**src/rtl/ifexp_pkg.sv**
```systemverilog
// Shared types and helpers for the IfExp window reducer.
// The result-struct macro lets each module size the struct from its own NX/WINDOW.
`define IFEXP_RESULT_T(nx, sw, cw) struct packed { logic [(sw)-1:0] sum; logic [(nx)-1:0] max; logic [(nx)-1:0] min; logic [(cw)-1:0] cnt; }
`define IFEXP_MAX(a, b) (((a) > (b)) ? (a) : (b))
`define IFEXP_MIN(a, b) (((a) < (b)) ? (a) : (b))

package ifexp_pkg;
  typedef enum logic {
    ACCUM = 1'b0,
    EMIT  = 1'b1
  } state_e;

  localparam int unsigned NX_DEFAULT     = 8;
  localparam int unsigned WINDOW_DEFAULT = 4;
  localparam int unsigned CW_DEFAULT     = $clog2(WINDOW_DEFAULT + 1);
  localparam int unsigned SW_DEFAULT     = NX_DEFAULT + CW_DEFAULT;

  typedef `IFEXP_RESULT_T(NX_DEFAULT, SW_DEFAULT, CW_DEFAULT) result_t;
endpackage

```
**src/rtl/ifexp_reduce_acc.sv**
```systemverilog
// Combinational next-value logic for the window accumulator (sum/max/min/cnt).
module ifexp_reduce_acc #(
  parameter  int unsigned NX     = 8,
  parameter  int unsigned WINDOW = 4,
  localparam int unsigned CW     = $clog2(WINDOW + 1),
  localparam int unsigned SW     = NX + CW
) (
  input  logic [SW-1:0] i_sum,
  input  logic [NX-1:0] i_max,
  input  logic [NX-1:0] i_min,
  input  logic [CW-1:0] i_cnt,
  input  logic [NX-1:0] i_data,
  output logic [SW-1:0] o_sum,
  output logic [NX-1:0] o_max,
  output logic [NX-1:0] o_min,
  output logic [CW-1:0] o_cnt
);
  logic w_first;

  assign w_first = (i_cnt == '0);

  always_comb begin
    o_sum = i_sum + SW'(i_data);
    o_max = `IFEXP_MAX(i_data, i_max);
    o_min = `IFEXP_MIN(i_data, i_min);
    o_cnt = i_cnt + CW'(1);
    // First sample of a window seeds every field directly.
    if (w_first) begin
      o_sum = SW'(i_data);
      o_max = i_data;
      o_min = i_data;
    end
  end
endmodule

```
**src/rtl/ifexp_window_reduce.sv**
```systemverilog
// Reduces windows of accepted IfExp samples into sum/max/min/count results.
// Handshake: a transfer happens on a rising edge where VALID && READY are both high.
module ifexp_window_reduce
  import ifexp_pkg::*;
#(
  parameter  int unsigned NX     = 8,
  parameter  int unsigned WINDOW = 4,
  localparam int unsigned CW     = $clog2(WINDOW + 1),
  localparam int unsigned SW     = NX + CW
) (
  input  logic          CLK,
  input  logic          RST,
  input  logic          IN_VALID,
  output logic          IN_READY,
  input  logic [NX-1:0] IN_DATA,
  input  logic          FLUSH,
  output logic          OUT_VALID,
  input  logic          OUT_READY,
  output logic [SW-1:0] OUT_SUM,
  output logic [NX-1:0] OUT_MAX,
  output logic [NX-1:0] OUT_MIN,
  output logic [CW-1:0] OUT_CNT,
  output state_e        o_dbg_state
);
  typedef `IFEXP_RESULT_T(NX, SW, CW) red_t;

  localparam red_t ACC_CLEAR = {SW'(0), NX'(0), {NX{1'b1}}, CW'(0)};

  state_e        r_state;
  state_e        w_state_nxt;
  red_t          r_acc;
  red_t          r_out;
  red_t          w_step;
  red_t          w_upd;
  logic          w_accept;
  logic          w_consume;
  logic          w_close;
  logic [SW-1:0] w_step_sum;
  logic [NX-1:0] w_step_max;
  logic [NX-1:0] w_step_min;
  logic [CW-1:0] w_step_cnt;

  ifexp_reduce_acc #(.NX(NX), .WINDOW(WINDOW)) u_acc (
    .i_sum  (r_acc.sum),
    .i_max  (r_acc.max),
    .i_min  (r_acc.min),
    .i_cnt  (r_acc.cnt),
    .i_data (IN_DATA),
    .o_sum  (w_step_sum),
    .o_max  (w_step_max),
    .o_min  (w_step_min),
    .o_cnt  (w_step_cnt)
  );

  always_comb begin
    w_step      = {w_step_sum, w_step_max, w_step_min, w_step_cnt};
    // While EMIT, a sample is only taken when the pending result leaves the same cycle.
    IN_READY    = (r_state == ACCUM) || OUT_READY;
    OUT_VALID   = (r_state == EMIT);
    w_accept    = IN_VALID && IN_READY;
    w_consume   = OUT_VALID && OUT_READY;
    w_upd       = w_accept ? w_step : r_acc;
    w_close     = (w_accept && (w_upd.cnt == CW'(WINDOW))) || (FLUSH && (w_upd.cnt != '0));
    w_state_nxt = r_state;
    case (r_state)
      ACCUM:   if (w_close) w_state_nxt = EMIT;
      EMIT:    if (w_consume && !w_close) w_state_nxt = ACCUM;
      default: w_state_nxt = ACCUM;
    endcase
  end

  always_ff @(posedge CLK) begin
    if (RST) begin
      r_state <= ACCUM;
      r_acc   <= ACC_CLEAR;
      r_out   <= '0;
    end else begin
      r_state <= w_state_nxt;
      if (w_close) begin
        r_acc <= ACC_CLEAR;
        r_out <= w_upd;
      end else begin
        r_acc <= w_upd;
      end
    end
  end

  assign OUT_SUM     = r_out.sum;
  assign OUT_MAX     = r_out.max;
  assign OUT_MIN     = r_out.min;
  assign OUT_CNT     = r_out.cnt;
  assign o_dbg_state = r_state;
endmodule

```
**config.mk**
```make
export PLATFORM = sky130hd
export DESIGN_NAME = ifexp_window_reduce
export DESIGN_NICKNAME = d
export VERILOG_FILES = /design/src/rtl/ifexp_pkg.sv /design/src/rtl/ifexp_reduce_acc.sv /design/src/rtl/ifexp_window_reduce.sv
export SDC_FILE = /design/constraint.sdc
export NUM_CORES = 1
export LEC_CHECK = 0
export ABC_CLOCK_PERIOD_IN_PS = 6700
export CAP_MARGIN = 40
export CORE_UTILIZATION = 59
export DETAILED_ROUTE_END_ITERATION = 10
export PLACE_DENSITY = 0.85
export SLEW_MARGIN = 10
export SYNTH_ARGS = -nofsm -noshare
export SYNTH_HDL_FRONTEND = slang
export SYNTH_HIERARCHICAL = 1
export SYNTH_SLANG_ARGS = --single-unit
export TNS_END_PERCENT = 30
```
**constraint.sdc**
```tcl
create_clock -name CLK -period 6.7 [get_ports CLK]
set_input_delay 0.67 -clock CLK [delete_from_list [all_inputs] [get_ports CLK]]
set_output_delay 0.67 -clock CLK [all_outputs]
set_load 0.05 [all_outputs]
```
# Word-level counts from Yosys, hierarchy flattened
# Cells that the tools add are included.
# Widths: inputs -> output; s select.
# totals
regBits,61
input_bits,13
word_cells,35
# classes
add_sub_neg,2
order_cmp,2
n_eq_ne,1
mux,9
n_bitwise,1
n_reduce_logical,11
# op_table
op,count
$mux 8,4
$mux 30,1
$add 11x8->11,1
$mux 11,1
$gt 8x8->1,1
$lt 8x8->1,1
$logic_and 1x1->1,5
$add 3x1->3 const B,1
$eq 3x3->1 const B,1
$logic_not 3->1,1
$reduce_bool 3->1,1
$logic_or 1x1->1,2
$mux 1,2
$pmux 1 s2,1
$reduce_or 2->1,1
$logic_not 1->1,1
$not 1->1,1

# Logic depth before layout (Yosys ltp)
# logic_depth
depth_word,11
mapped_depth,10

# By module
# Netlist, hierarchy kept.
# by_module_without_submodules
mod,n_inst,cells_each,area_each_um2,seq_area_each_um2
ifexp_window_reduce,1,217,2245.9,1221.2
ifexp_reduce_acc,1,146,1112.3,0.0

# Worst setup path after synthesis
# OpenSTA, ideal clock, no wires.
# synth_timing
path_type,input to register
startpoint,input IN_DATA[0]
endpoint,register r_out (netlist bit OUT_SUM[10])
setup_ps,86
arrival_ps,2332
setup_slack_ps,4282
cell_stages,10
path_cell_list,ha_1 -> inv_1 -> fa_1 -> nand2b_1 -> a21oi_1 -> o211ai_1 -> and3b_1 -> nor3_1 -> mux2i_1 -> a211oi_1
# synth_via
elab_chain_len,3
# synth_lines
item,line,source
from (decl),ifexp_window_reduce.sv:15,"input logic [NX-1:0] IN_DATA,"
$add 11x8->11,ifexp_reduce_acc.sv:23,o_sum = i_sum + SW'(i_data);
$mux 11,ifexp_reduce_acc.sv:28,if (w_first) begin
via w_step_sum[10],ifexp_window_reduce.sv:38,logic [SW-1:0] w_step_sum;
$mux 30,ifexp_window_reduce.sv:62,w_upd = w_accept ? w_step : r_acc;
to (signal assigned),ifexp_window_reduce.sv:81,r_out <= w_upd;
to (decl),ifexp_window_reduce.sv:32,red_t r_out;
# The timed path passes the listed nets, and every way through them passes these cells.
# A chain may end at the register's enable or synchronous reset.

# Final worst setup path
# layout_timing
startpoint,input IN_DATA[7]
endpoint,register r_out (netlist bit OUT_MIN[0])
# layout_via
elab_chain_len,4
# layout_lines
item,line,source
$lt 8x8->1 (no line),--,
$mux 8 (no line),--,
$mux 8,ifexp_reduce_acc.sv:28,
via w_step_min[0],ifexp_window_reduce.sv:40,logic [NX-1:0] w_step_min;
$mux 30,ifexp_window_reduce.sv:62,
# The timed path passes the listed nets, and every way through them passes these cells.

==> out/results.tsv <==
metric	value	unit
clock sinks	61	
Primary FF master, synth	dfxtp_1	
DIE WIDTH	77.45	µm
I/O Buffers	45	
Crit. End Element	flop	
drt pass-1 iters	4	
DP Area	3804	µm²
Final period util	44.30	%
highest-delay cell along the critical path	clkdlybuf4s50_1	
Overflow after GRT	0	
VDD IR max	231.9	µV
final RePlAce weighted congestion	0.8297	
Fin Setup TNS	0	ps
DRC	0	
fin. max-slew vios	0	
Post-synth EDFFs	0	
Clock Tree Buf Depth	2	
layout cell share with drive strength beyond 1	10.07	%
Gates resized, CTS repair	0	
total core area	5507	µm²
final hold violation count	0	
vias in the first global route	2815	
Async SR Flop Fraction	0	%
drt wl/cell	16.92	µm
Routed Antenna Nets	0	
slowest cell delay on critical path	560	ps
critical-path cell list	clkdlybuf4s50_1 > ha_1 > and3_1 > o2111ai_1 > o22ai_2 > mux2_2 > mux2i_1 > a211oi_1	
first-pass GRT wire length	13.56	mm
P_leak	1.719	nW
Max FO, Critical Path	8	
Final setup viols	0	
Seq/Total Area, Yosys	36.36	%
gr usage total	29.51	%
Post-Synthesis Cell Area	3358	µm²
Post-Route WL	8.106	mm
synthesized flop and latch total	61	
synth cell count leaders	dfxtp_1 (61), nor2_1 (34), mux2i_1 (33)	
post-layout instance area	4029	µm²
HPWL Detailed	5.189	mm
antenna cell count	0	
setup ws final	3732	ps
Yosys top cell area share	36.36	%
CTS Hold Bufs	0	
Crit path max-delay family	compound AO/OA/AOI/OAI gates	
outcome	completed	
Final Critical Period	2968	ps
Rows	27	
min-delay worst type	reg -> reg	
Vias	2847	
Post-Syn Nets	402	
Yosys warnings	6	
Tightest Pin Transition	908.1	ps
I/O pin count	46	
H-tree depth	3	
CTS Buf Count	9	
Filler Cell Count	413	
critical path type	in -> reg	
Fmax	336.9	MHz
CP Data Required Time	6890	ps
Die ar.	5998	µm²
DR vias/cell	5.944	
count leader, synth	dfxtp_1	
initial drt markers	194	
Synth cell types	42	
synth top area cells	dfxtp_1 (36%), mux2i_1 (9.8%), ha_1 (9.3%)	
Reg clk slew, reported paths	60	ps
CTS tree	built	
Cells after Synth	363	
initial antenna violation count	0	
root buffer cell	clkbuf_8	
max cap viols	0	
Worst Setup Start Kind	input pin	
Worst-Skew Late Latency	350	ps
dpl ws	3502	ps
final net count	441	
Avg Inst Size Synth	9.251	µm²
largest net degree at the start of global routing	34	
initial core utilization	60.99	%
CP bufs+invs	1	
power per cell area	277.1	nW/µm²
Die Y-Extent	77.45	µm
Setup Fix Bufs, Post-CTS	0	
post-synth top area cell	dfxtp_1	
Crit path arrival time	3160	ps
clk_skew	8.774	ps
Slew HR	39.46	%
area grow syn2layout	19.97	%
RSZ-0062 raised after global routing	no	
==> state kept, by name, summed over array words and instances, names as in the netlist <==
register   flops
OUT_CNT        3
OUT_MAX        8
OUT_MIN        8
OUT_SUM       11
OUT_VALID      1
r_acc         30
==> path summary, 6_finish.rpt <==
path,slack (ps),cells after the start,startpoint,endpoint
max,3730,8,IN_DATA[7],OUT_MIN[0]
min,450,2,OUT_CNT[0],OUT_CNT[0]
max reg2reg,3760,7,r_acc[0],OUT_CNT[0]
min reg2reg,450,2,OUT_CNT[0],OUT_CNT[0]
==> cells in the final DEF, fill, tap and decap left out, drive strengths merged <==
master and instances:
a21oi 16, mux2 14, xor2 5, o2111ai 1, nor2b 3, fa 1
o21a 1, ha 25, clkdlybuf4s50 45, o22ai 1, a211oi 32, nand2b 5
o21ai 8, a221oi 1, nand4 3, nor2 34, and3b 1, xnor2 1
dfxtp 61, o211ai 3, nand2 15, or2 1, o31ai 2, inv 25
nor3 32, a31oi 1, or3 2, and3 1, buf 5, o32ai 2
clkbuf 12, clkinv 2, bufinv 2, mux2i 33, or3b 1, nand3 2
a21o 8
==> power by group <==
| part | internal, mW | switching, mW |
|---|---|---|
| Clock | 0.229 | 0.147 |
| Combinational | 0.120 | 0.203 |
| Sequential | 0.396 | 0.0211 |
==> per-layer routing <==
layer	routed length (µm)	up-vias	GRT usage, %
li1	-	1380	-
met1	3606	1362	36.45
met2	3946	91	48.41
met3	399	14	6.706
met4	154	0	14.15
met5	0	-	0
==> cell type report <==
type / count / area (µm²) / share of cell area, %
Multi-Input combinational cell: 255 / 1903 / 47.24
Sequential cell: 61 / 1221 / 30.31
Timing Repair Buffer: 50 / 495.5 / 12.30
Clock buffer: 12 / 155.1 / 3.851
Inverter: 25 / 93.84 / 2.329
Tap cell: 72 / 90.09 / 2.236
Clock inverter: 4 / 70.07 / 1.739
==> cell families (layout without fill, tap and decap cells) <==
logic type,after synthesis,count (layout),synth area share [%]
buffers and inverters,47,91,7.079
muxes,47,47,14.53
AOI/OAI and AO/OA,76,76,16.32
and+or+nand+nor,100,100,14.23
adders and majority gates,26,26,9.911
xor gates and xnor gates,6,6,1.565
DFF,61,61,36.36
==> per-stage QoR <==
stage	utilization, %	power (mW)	instances	hold slack [ps]
after floorplan	-	0.6571	363	467.0
after global placement	68.80	0.7332	462	446.5
after detailed placement	69.08	0.7415	463	451.6
after CTS	73.17	1.118	479	461.0
after global routing	73.17	1.168	479	471.9
final	73.17	1.117	479	454.3
==> tightest hold or removal path, cell delays in order, from the launching register on <==
cell and delay [ps]:
dfxtp_1 310, inv_1 50, o32ai_1 50
No activity file was read; power rests on OpenSTA's default activity.
